**config.mk**
```make
export PLATFORM = sky130hd
export DESIGN_NAME = color_filter_sequencer
export DESIGN_NICKNAME = d
export VERILOG_FILES = /design/src/rtl/color_filter_sequencer.sv
export SDC_FILE = /design/constraint.sdc
export NUM_CORES = 1
export LEC_CHECK = 0
export CORE_AREA = 2 2 227 173
export CTS_CLUSTER_DIAMETER = 80
export DETAILED_ROUTE_END_ITERATION = 8
export DIE_AREA = 0 0 229 175
export PLACE_DENSITY = 0.65
export SLEW_MARGIN = 20
export SYNTH_ARGS = -nofsm -noshare
export SYNTH_HDL_FRONTEND = slang
export SYNTH_SLANG_ARGS = --single-unit
```
**constraint.sdc**
```tcl
create_clock -name clk_vid -period 18.9 [get_ports clk_vid]
set_clock_uncertainty 0.15 [all_clocks]
set_input_delay 3.78 -clock clk_vid [delete_from_list [all_inputs] [get_ports clk_vid]]
set_output_delay 3.78 -clock clk_vid [all_outputs]
set_load 0.005 [all_outputs]
```
**src/rtl/color_filter_sequencer.sv**
```systemverilog
// color_filter_sequencer: two-stage colour-blindness filter pipeline whose mode
// changes are deferred to the next vsync rising edge.
module color_filter_sequencer #(
    parameter logic [1:0] DEFAULT_MODE = 2'd0
) (
    input  logic        clk_vid,
    input  logic        reset,
    input  logic        ce_pix,
    input  logic [23:0] rgb_in,
    input  logic        hs_in,
    input  logic        vs_in,
    input  logic        de_in,
    input  logic [1:0]  mode_req,
    input  logic        mode_req_valid,
    output logic [23:0] rgb_out,
    output logic        hs_out,
    output logic        vs_out,
    output logic        de_out,
    output logic [1:0]  mode_active,
    output logic        mode_pending,
    output logic        mode_changed
);
    typedef enum logic {IDLE, PENDING} state_t;

    state_t            state;
    logic [1:0]        mode_req_r;
    logic              vs_prev;
    logic              vs_armed;
    logic              apply;
    logic [1:0]        mode_next;
    logic [5:0][15:0]  k;
    logic [5:0][15:0]  op;
    logic [5:0][15:0]  p;
    logic [2:0]        sync1;

    // Edge is only valid once a post-reset sample has been taken, so vs must be seen 0 then 1.
    assign apply        = ce_pix & vs_in & ~vs_prev & vs_armed & (state == PENDING) & ~mode_req_valid;
    assign mode_next    = apply ? mode_req_r : mode_active;
    assign mode_pending = (state == PENDING);

    // Coefficient order: R-out (a,b), G-out (a,b), B-out (a,b); mode 0 is unity passthrough.
    always_comb begin
        k = mode_next == 2'd1 ? {16'd160, 16'd96,  16'd179, 16'd77,  16'd77,  16'd179} :
            mode_next == 2'd2 ? {16'd145, 16'd111, 16'd143, 16'd113, 16'd61,  16'd194} :
            mode_next == 2'd3 ? {16'd243, 16'd13,  16'd111, 16'd145, 16'd121, 16'd134} :
                                {16'd256, 16'd0,   16'd0,   16'd256, 16'd0,   16'd256};
        op = {{8'd0, rgb_in[23:16]}, {8'd0, rgb_in[15:8]},
              {8'd0, mode_next == 2'd3 ? rgb_in[15:8] : rgb_in[23:16]},
              {8'd0, mode_next == 2'd3 ? rgb_in[7:0]  : rgb_in[15:8]},
              {8'd0, rgb_in[15:8]}, {8'd0, rgb_in[7:0]}};
    end

    always_ff @(posedge clk_vid) begin
        if (reset) begin
            state        <= IDLE;
            mode_req_r   <= DEFAULT_MODE;
            mode_active  <= DEFAULT_MODE;
            mode_changed <= 1'b0;
            vs_prev      <= 1'b0;
            vs_armed     <= 1'b0;
            p            <= '0;
            sync1        <= '0;
            rgb_out      <= '0;
            {hs_out, vs_out, de_out} <= 3'b000;
        end else begin
            if (ce_pix) begin
                vs_prev  <= vs_in;
                vs_armed <= 1'b1;
                for (int i = 0; i < 6; i++) p[i] <= k[i] * op[i];
                sync1    <= {hs_in, vs_in, de_in};
                rgb_out  <= {8'((p[5] + p[4]) >> 8), 8'((p[3] + p[2]) >> 8), 8'((p[1] + p[0]) >> 8)};
                {hs_out, vs_out, de_out} <= sync1;
            end
            mode_changed <= apply;
            if (mode_req_valid) begin
                mode_req_r <= mode_req;
                state      <= PENDING;
            end else if (apply) begin
                mode_active <= mode_req_r;
                state       <= IDLE;
            end
        end
    end
endmodule
```
# == Word-level counts from Yosys, hierarchy flattened ==
# Index checks and enable logic that the tools add are counted.
# op_classes
n_eq_ne,3
n_mux,8
n_bitwise,7
n_reduce_logical,1
multipliers,6
add_sub_neg,3
# ops
op,n
2-to-1 mux 89 bit,3
multiplier 16 x 8 -> 16 bit,5
adder 16 bit,3
multiplier 9 x 8 -> 16 bit,1
2-to-1 mux 8 bit,2
AND 1 bit,5
"equality test 2 bit, second input constant",2
"equality test 2 x 1 -> 1 bit, second input constant",1
2-to-1 mux 1 bit,2
2-to-1 mux 2 bit,1
NOT 1 bit,2
nonzero test 2 bit,1
# word_totals
inputBits,33
output_inout_bits,31
reg_bits,134
wordCells,45

# == Logic depth before layout (Yosys ltp) ==
# Gate-level depths: netlist of the first run.
# logic_depth
ltp_word,11
mapped_depth,28

# == Worst setup path after synthesis of the first run ==
# Ideal clock, no wire load.
# synth_path
path_type,input-to-reg
from,in ce_pix
to,reg p[63] (netlist bit)
slack_ps,8536
t_required_ps,18638
path_stages,25
t_arrival_ps,10102
cell_sequence,nand4b_1 -> nor3b_2 -> mux2i_1 -> inv_1 -> buf_2 -> buf_2 -> ha_1 -> clkbuf_1 -> buf_2 -> mux2i_1 -> or2_2 -> nor2_1 -> fa_1 -> fa_1 -> fa_1 -> inv_1 -> fa_1 -> inv_1 -> ha_1 -> a211o_1 -> inv_1 -> a211oi_1 -> a2111o_1 -> o311a_1 -> a2111oi_1
# synth_between
elab_chain_len,11
elab_cells_between_ends,14
cone_classes,mul: 1; eq/ne: 3; mux: 5; bitwise: 5
# synth_lines
item,line,text
start: declaration,8,"input logic ce_pix,"
AND 1 bit * (5 in series),37,assign apply = ce_pix & vs_in & ~vs_prev & vs_armed & (state == PENDING) & ~mode_req_valid;
2-to-1 mux 2 bit *,n/a,
via mode_next[0],30,logic [1:0] mode_next;
equality test 2 bit,"45, 48",
2-to-1 mux 89 bit,45,"mode_next == 2'd3 ? {16'd243, 16'd13, 16'd111, 16'd145, 16'd121, 16'd134} :"
2-to-1 mux 89 bit,44,"mode_next == 2'd2 ? {16'd145, 16'd111, 16'd143, 16'd113, 16'd61, 16'd194} :"
2-to-1 mux 89 bit,43,"k = mode_next == 2'd1 ? {16'd160, 16'd96, 16'd179, 16'd77, 16'd77, 16'd179} :"
multiplier 16 x 8 -> 16 bit *,69,for (int i = 0; i < 6; i++) p[i] <= k[i] * op[i];
end signal: assignment,61,p <= '0;
end: declaration,33,logic [5:0][15:0] p;
# The timed path passes the listed nets; every way through them passes the cells marked *.
# A chain may end at the register's enable or synchronous reset.

# == Worst setup path in the final report of the first run ==
# layout_path
from,in ce_pix
to,reg p[63] (netlist bit)
# layout_between
elab_chain_len,11
elab_cells_between_ends,14
cone_classes,mul: 1; eq/ne: 3; mux: 5; bitwise: 5
# layout_lines
item,line
AND 1 bit (5 in series),37
2-to-1 mux 2 bit,n/a
equality test 2 bit,"45, 48"
2-to-1 mux 89 bit,45
2-to-1 mux 89 bit,44
2-to-1 mux 89 bit,43
multiplier 16 x 8 -> 16 bit,69
# Several ways; a longest one is shown, not always the timed one.

==> flow_summary.toml, run 1 <==
[outcome]
status = "finished, final reports clean"

[clock_network]
cts_buffers = 17
post_cts_buffers = 0
post_cts_hold_buffer_count = 0
cts_htree_levels = 4
clock_latency_ns = 0.46
cts_num_sinks = 133
cts.clk_slew.worst_paths_ns = 0.06
tritoncts = "built"
postCtsResizedCells = 0
clk_root_buffer_cell = "clkbuf_16"
cts-root-to-sink-buffers = 2

[synth]
synth_fp_nets = 2439
netlist_instances = 1946
yosys_warnings = 0
postSynth.asyncResetShare_pct = 0
synthesis.area_per_instance_um2 = 8.69
number_of_synthesized_register_bits = 133
syn-cell-area_mm2 = 0.0169
synthDistinctLibCells = 73
synth_sequential_area_ratio_pct = 15.8
ys_dominant_reg_cell = "dfxtp_1"
number_of_enable_type_register_cells_in_the_synthesized_netlist = 0

[setup_path]
cp_data_required_time_ns = 19.08
slack_of_the_worst_reg_to_reg_path_ns = 10.83
worst_setup_path_end_kind = "flip-flop"
critical_path.slowest_cell = "ha_1"
path_cells = "buf_4, nand4b_1, nor3b_2, mux2i_2, buf_4, inv_2, ha_1, mux2i_1, or2_2, fa_1, fa_1, inv_1, fa_1, inv_1, fa_1, inv_1, ha_1, a211o_1, inv_1, a211oi_1, a2111o_1, o311a_1, a2111oi_1"
worst_path_largest_cell_delay_ns = 0.97
timing.critical_path.arrival_ns = 11.78
timing.critical_path.from_type = "input pin"
critPathKind = "in -> reg"
worst-path-max-fanout = 45

[timing]
fin_setup_tns_ns = 0
worst_slew_margin_pct = 28.7
fin_worst_hold_slack_ns = 0.301
worst_case_setup_margin_in_the_final_layout_ns = 7.29
final_min_period_over_clock_period_pct = 61.4
unrepaired_setup_endpoints_after_global_routing = "no"
timing_max_transition_violations_final = 0
timing.fmax_mhz = 86.2
worst_slew_pin_slew_ns = 1.07
final-setup-viol-count = 0
hold_violations = 0
final_period_minus_worst_setup_slack_ns = 11.61

[detailed_routing]
route.detailed.drc = 0
vias = 13000
dr.pass1.iters = 5
wl_met2_um = 17300
met3_wirelength_um = 2180
ant_nets = 0
wirelength_um = 39700
top_signal_layer_used = "met4"
drtIter0Drc = 692
detail_route.vias_per_cell = 5.18
m1WireLength_um = 19400
detail_route.wl_per_cell_um = 15.9

[place]
placed_cell_area_mm2 = 0.0180
port_buffers = 63
globalplace.congestion = 0.909
post-dp-hpwl_um = 31900
placement.setup.worst_slack_ns = 6.87

[min_path]
timing.hold.worst.class = "reg -> reg"

[floorplanning]
dieWidth_um = 229
floorplan.die_area_mm2 = 0.0401
pin_count = 64
initial_utilization_pct = 44.7
floorplan.core_area_mm2 = 0.0379
row_count = 62
dieHeight_um = 175

[grt]
first_global_vias = 13000
grt_max_degree = 87
grt_first_pass_wirelength_um = 66000
grt_use_total_pct = 20.5
antenna_found_initial = 0
grt-ovfl-total = 0

[cells_and_area]
nets = 2475
antenna-diode-count = 0
mostFrequentLayoutCell = "inv_1"
drive_above_1_share_pct = 4.31
area.growth.synth_to_final_pct = 10.4
most-common-layout-cells = "inv_1, ha_1, nor2_1, fa_1, dfxtp_1"
final_design_area_no_fill_mm2 = 0.0187

[power]
final_total_power_mw = 0.763
power.density_cell_area_mw_per_mm2 = 40.9
ir_drop_mv = 0.0539
leakage_nw = 9.77

[run]
drv_cap = 0
[cell families after synthesis]
kind of cell               share of synthesized area (%)
and+or+nand+nor                                     14.9
AOI/OAI and AO/OA                                   10.8
muxes                                               4.16
adders and majority gates                           41.6
buffers and inverters                               9.16
DFF                                                 15.8
xor gates and xnor gates                            3.63
[critical path: cells and delay by family]
family	cells	cell delay (ns)
simple gates	3	0.99
fa+ha+maj	6	3.15
compound gates	5	1.52
buf+inv	7	1.49
mux	2	0.79
[sequential cells by signal, indices dropped and copies added, names as in the netlist]
name	cells
p	96
de_out	1
rgb_out	24
mode_active	2
mode_req_r	2
mode_pending	1
sync1	3
vs_armed	1
vs_out	1
mode_changed	1
hs_out	1
[cells in the mapped netlist (all sizes together), types with 21 or more instances]
cell / instances / share of area, %
clkbuf: 41 / 0.91
nor3: 27 / 0.80
mux2i: 68 / 4.0
dfxtp: 133 / 16
and3: 22 / 0.81
nand2: 112 / 2.5
fa: 170 / 20
ha: 290 / 21
a21oi: 85 / 2.5
xor2: 25 / 1.3
xnor2: 45 / 2.3
a211oi: 21 / 0.96
nor2: 185 / 4.1
a21o: 22 / 0.98
and2: 52 / 1.9
inv: 354 / 7.9
o21ai: 64 / 1.9
nor2b: 36 / 1.4
or2: 23 / 0.85
[per-layer routing]
layer / global-route usage (%) / vias to the layer above
met4: 5.74 / 0
met1: 28.8 / 6210
met2: 32.2 / 268
met5: 0 / -
met3: 4.05 / 59
li1: - / 6447
[power by group]
| part | switching, mW | internal (mW) |
|---|---|---|
| registers | 0.00600 | 0.289 |
| logic | 0.0567 | 0.0398 |
| clock network | 0.144 | 0.228 |
[area by class of cell]
| type | instances | area [um^2] |
|---|---|---|
| repair buffers | 73 | 701 |
| flip-flops and latches | 133 | 2660 |
| clock inverters | 11 | 173 |
| well taps | 512 | 641 |
| multi-input cells | 1403 | 12700 |
| fillers | 3627 | 19200 |
| clock buffers | 21 | 460 |
| inverters | 354 | 1330 |
[through the flow]
| step | cells | util [%] |
|---|---|---|
| after floorplan | 1946 | - |
| after global placement | 2475 | 47.6 |
| after detailed placement | 2475 | 47.6 |
| after CTS | 2507 | 49.3 |
| after global routing | 2507 | 49.3 |
| final | 2507 | 49.3 |
[final timing paths]
| check | cells after the start | to | start |
|---|---|---|---|
| hold / removal | 2 | rgb_out[17]$_SDFFE_PP0P_ | rgb_out[17]$_SDFFE_PP0P_ |
| setup reg to reg | 22 | p[63]$_SDFFE_PP0P_ | sync1[1]$_SDFFE_PP0P_ |
| hold reg to reg | 2 | rgb_out[17]$_SDFFE_PP0P_ | rgb_out[17]$_SDFFE_PP0P_ |
| setup / recovery | 23 | p[63]$_SDFFE_PP0P_ | ce_pix |
Power figures use the tool's default switching activity.
==> inputs of run 2 (changes only) <==
==> constraint.sdc (replaced) <==
create_clock -name clk_vid -period 11 [get_ports clk_vid]
set_clock_uncertainty 0.15 [all_clocks]
set_input_delay 2.2 -clock clk_vid [delete_from_list [all_inputs] [get_ports clk_vid]]
set_output_delay 2.2 -clock clk_vid [all_outputs]
set_load 0.005 [all_outputs]
==> flow_summary.toml, run 2 (synthesis gave the netlist of run 1 again) <==
[outcome]
status = "finished, final reports clean"

[place]
placed_cell_area_mm2 = 0.0181
globalplace.congestion = 0.882
port_buffers = 63
post-dp-hpwl_um = 31500

[floorplanning]
initial_utilization_pct = 44.7
pin_count = 64
dieWidth_um = 229
dieHeight_um = 175
floorplan.core_area_mm2 = 0.0379
floorplan.die_area_mm2 = 0.0401
row_count = 62

[clock_network]
cts_htree_levels = 4
cts_num_sinks = 133
post_cts_buffers = 0
cts.clk_slew.worst_paths_ns = 0.06
cts-root-to-sink-buffers = 2
clk_root_buffer_cell = "clkbuf_16"
cts_buffers = 17
post_cts_hold_buffer_count = 0
postCtsResizedCells = 0
tritoncts = "built"
clock_latency_ns = 0.46

[detailed_routing]
route.detailed.drc = 0
ant_nets = 0
drtIter0Drc = 644
dr.pass1.iters = 5
detail_route.wl_per_cell_um = 15.7
wirelength_um = 39500
detail_route.vias_per_cell = 5.23
vias = 13100

[timing]
timing_max_transition_violations_final = 0
worst_slew_margin_pct = 29.9
worst_slew_pin_slew_ns = 1.05
final_period_minus_worst_setup_slack_ns = 9.25
final_min_period_over_clock_period_pct = 84.1
unrepaired_setup_endpoints_after_global_routing = "no"
fin_setup_tns_ns = 0
hold_violations = 0
timing.fmax_mhz = 108
fin_worst_hold_slack_ns = 0.304
final-setup-viol-count = 0

[setup_path]
worst-path-max-fanout = 22
cp_data_required_time_ns = 11.19
critPathKind = "in -> reg"
timing.critical_path.from_type = "input pin"
timing.critical_path.arrival_ns = 9.44
worst_setup_path_end_kind = "flip-flop"

[run]
drv_cap = 0

[cells_and_area]
largest_register_ffs = 96
fill_cells = 3629
nets = 2477
area.growth.synth_to_final_pct = 10.4
regMostFlops = "p"
drive_above_1_share_pct = 4.51
largest_registers = "p: 96 flops, rgb_out: 24 flops, sync1: 3 flops"
final_design_area_no_fill_mm2 = 0.0187
mostFrequentLayoutCell = "inv_1"
antenna-diode-count = 0
most-common-layout-cells = "inv_1, ha_1, nor2_1, fa_1, dfxtp_1"

[grt]
groute.layer.met1.usage_pct = 29.3
grt_use_total_pct = 20.8
met3_usage_pct = 4.16
antenna_found_initial = 0
first_global_vias = 13200
grt_first_pass_wirelength_um = 66400
grt-busiest-layer = "met2"
grt_max_degree = 84
grt-ovfl-total = 0
global_route.usage.met2_pct = 32.6

[min_path]
timing.hold.worst.class = "reg -> reg"

[power]
final_total_power_mw = 1.28
power.density_cell_area_mw_per_mm2 = 68.5
ir_drop_mv = 0.0946
leakage_nw = 9.78
## run 2: changes by cell type in the layout (fill, tap and decap cells not counted), sizes merged
| cell | delta |
|---|---|
| clkbuf | -1 |
| bufinv | -2 |
| clkinvlp | -3 |
| buf | +2 |
| clkinv | +2 |
| inv | +4 |
## run 2: worst paths after layout
check | start | end | slack [ns] | depth (start not counted)
setup / recovery | vs_in | p[63]$_SDFFE_PP0P_ | 1.75 | 23
hold / removal | rgb_out[17]$_SDFFE_PP0P_ | rgb_out[17]$_SDFFE_PP0P_ | 0.30 | 2
setup reg to reg | sync1[1]$_SDFFE_PP0P_ | p[63]$_SDFFE_PP0P_ | 3.56 | 22
hold reg to reg | rgb_out[17]$_SDFFE_PP0P_ | rgb_out[17]$_SDFFE_PP0P_ | 0.30 | 2
## run 2: area by class of cell
class / count / area, um^2 / area share (%)
Clock buffer: 20 / 467 / 2.50
Clock inverter: 12 / 141 / 0.758
Inverter: 354 / 1330 / 7.12
Multi-Input combinational cell: 1403 / 12700 / 68.1
Sequential cell: 133 / 2660 / 14.3
Tap cell: 512 / 641 / 3.43
Timing Repair Buffer: 75 / 716 / 3.84
## run 2: worst max-delay path, cell delays in order
cell and delay [ns]:
clkdlybuf4s50_1 0.48, nand4b_1 0.13, nor3b_2 0.47, mux2i_2 0.11, buf_4 0.23, inv_1 0.09, ha_1 0.85, mux2i_1 0.69
or2_2 0.26, fa_1 0.45, fa_1 0.56, inv_1 0.05, fa_1 0.48, inv_1 0.05, fa_1 0.48, inv_1 0.04
ha_1 0.22, a211o_1 0.30, inv_1 0.09, a211oi_1 0.08, a2111o_1 0.45, o311a_1 0.32, a2111oi_1 0.33
## run 2: stage by stage
step / setup slack, ns / utilization (%) / instances
6_report: 1.75 / 49.3 / 2509
5_1_grt: 1.35 / 49.3 / 2509
4_1_cts: 1.80 / 49.3 / 2509
3_5_place_dp: 1.34 / 47.7 / 2477
3_3_place_gp: 1.47 / 47.7 / 2477
2_1_floorplan: 2.22 / - / 1946
## run 2: where the power goes
part / switching (mW) / total [mW] / internal (mW)
combinational: 0.0973 / 0.166 / 0.0684
sequential: 0.00972 / 0.506 / 0.496
clock: 0.251 / 0.607 / 0.356
total: 0.358 / 1.28 / 0.920
## run 2: per-layer routing
metal  vias to the layer above  part of all wire, %  wire, um
li1                       6439                    -         -
met1                      6350                   49     19300
met2                       289                   44     17300
met3                        44                  5.5      2170
met4                         0                  1.7       684
met5                         -                    0         0
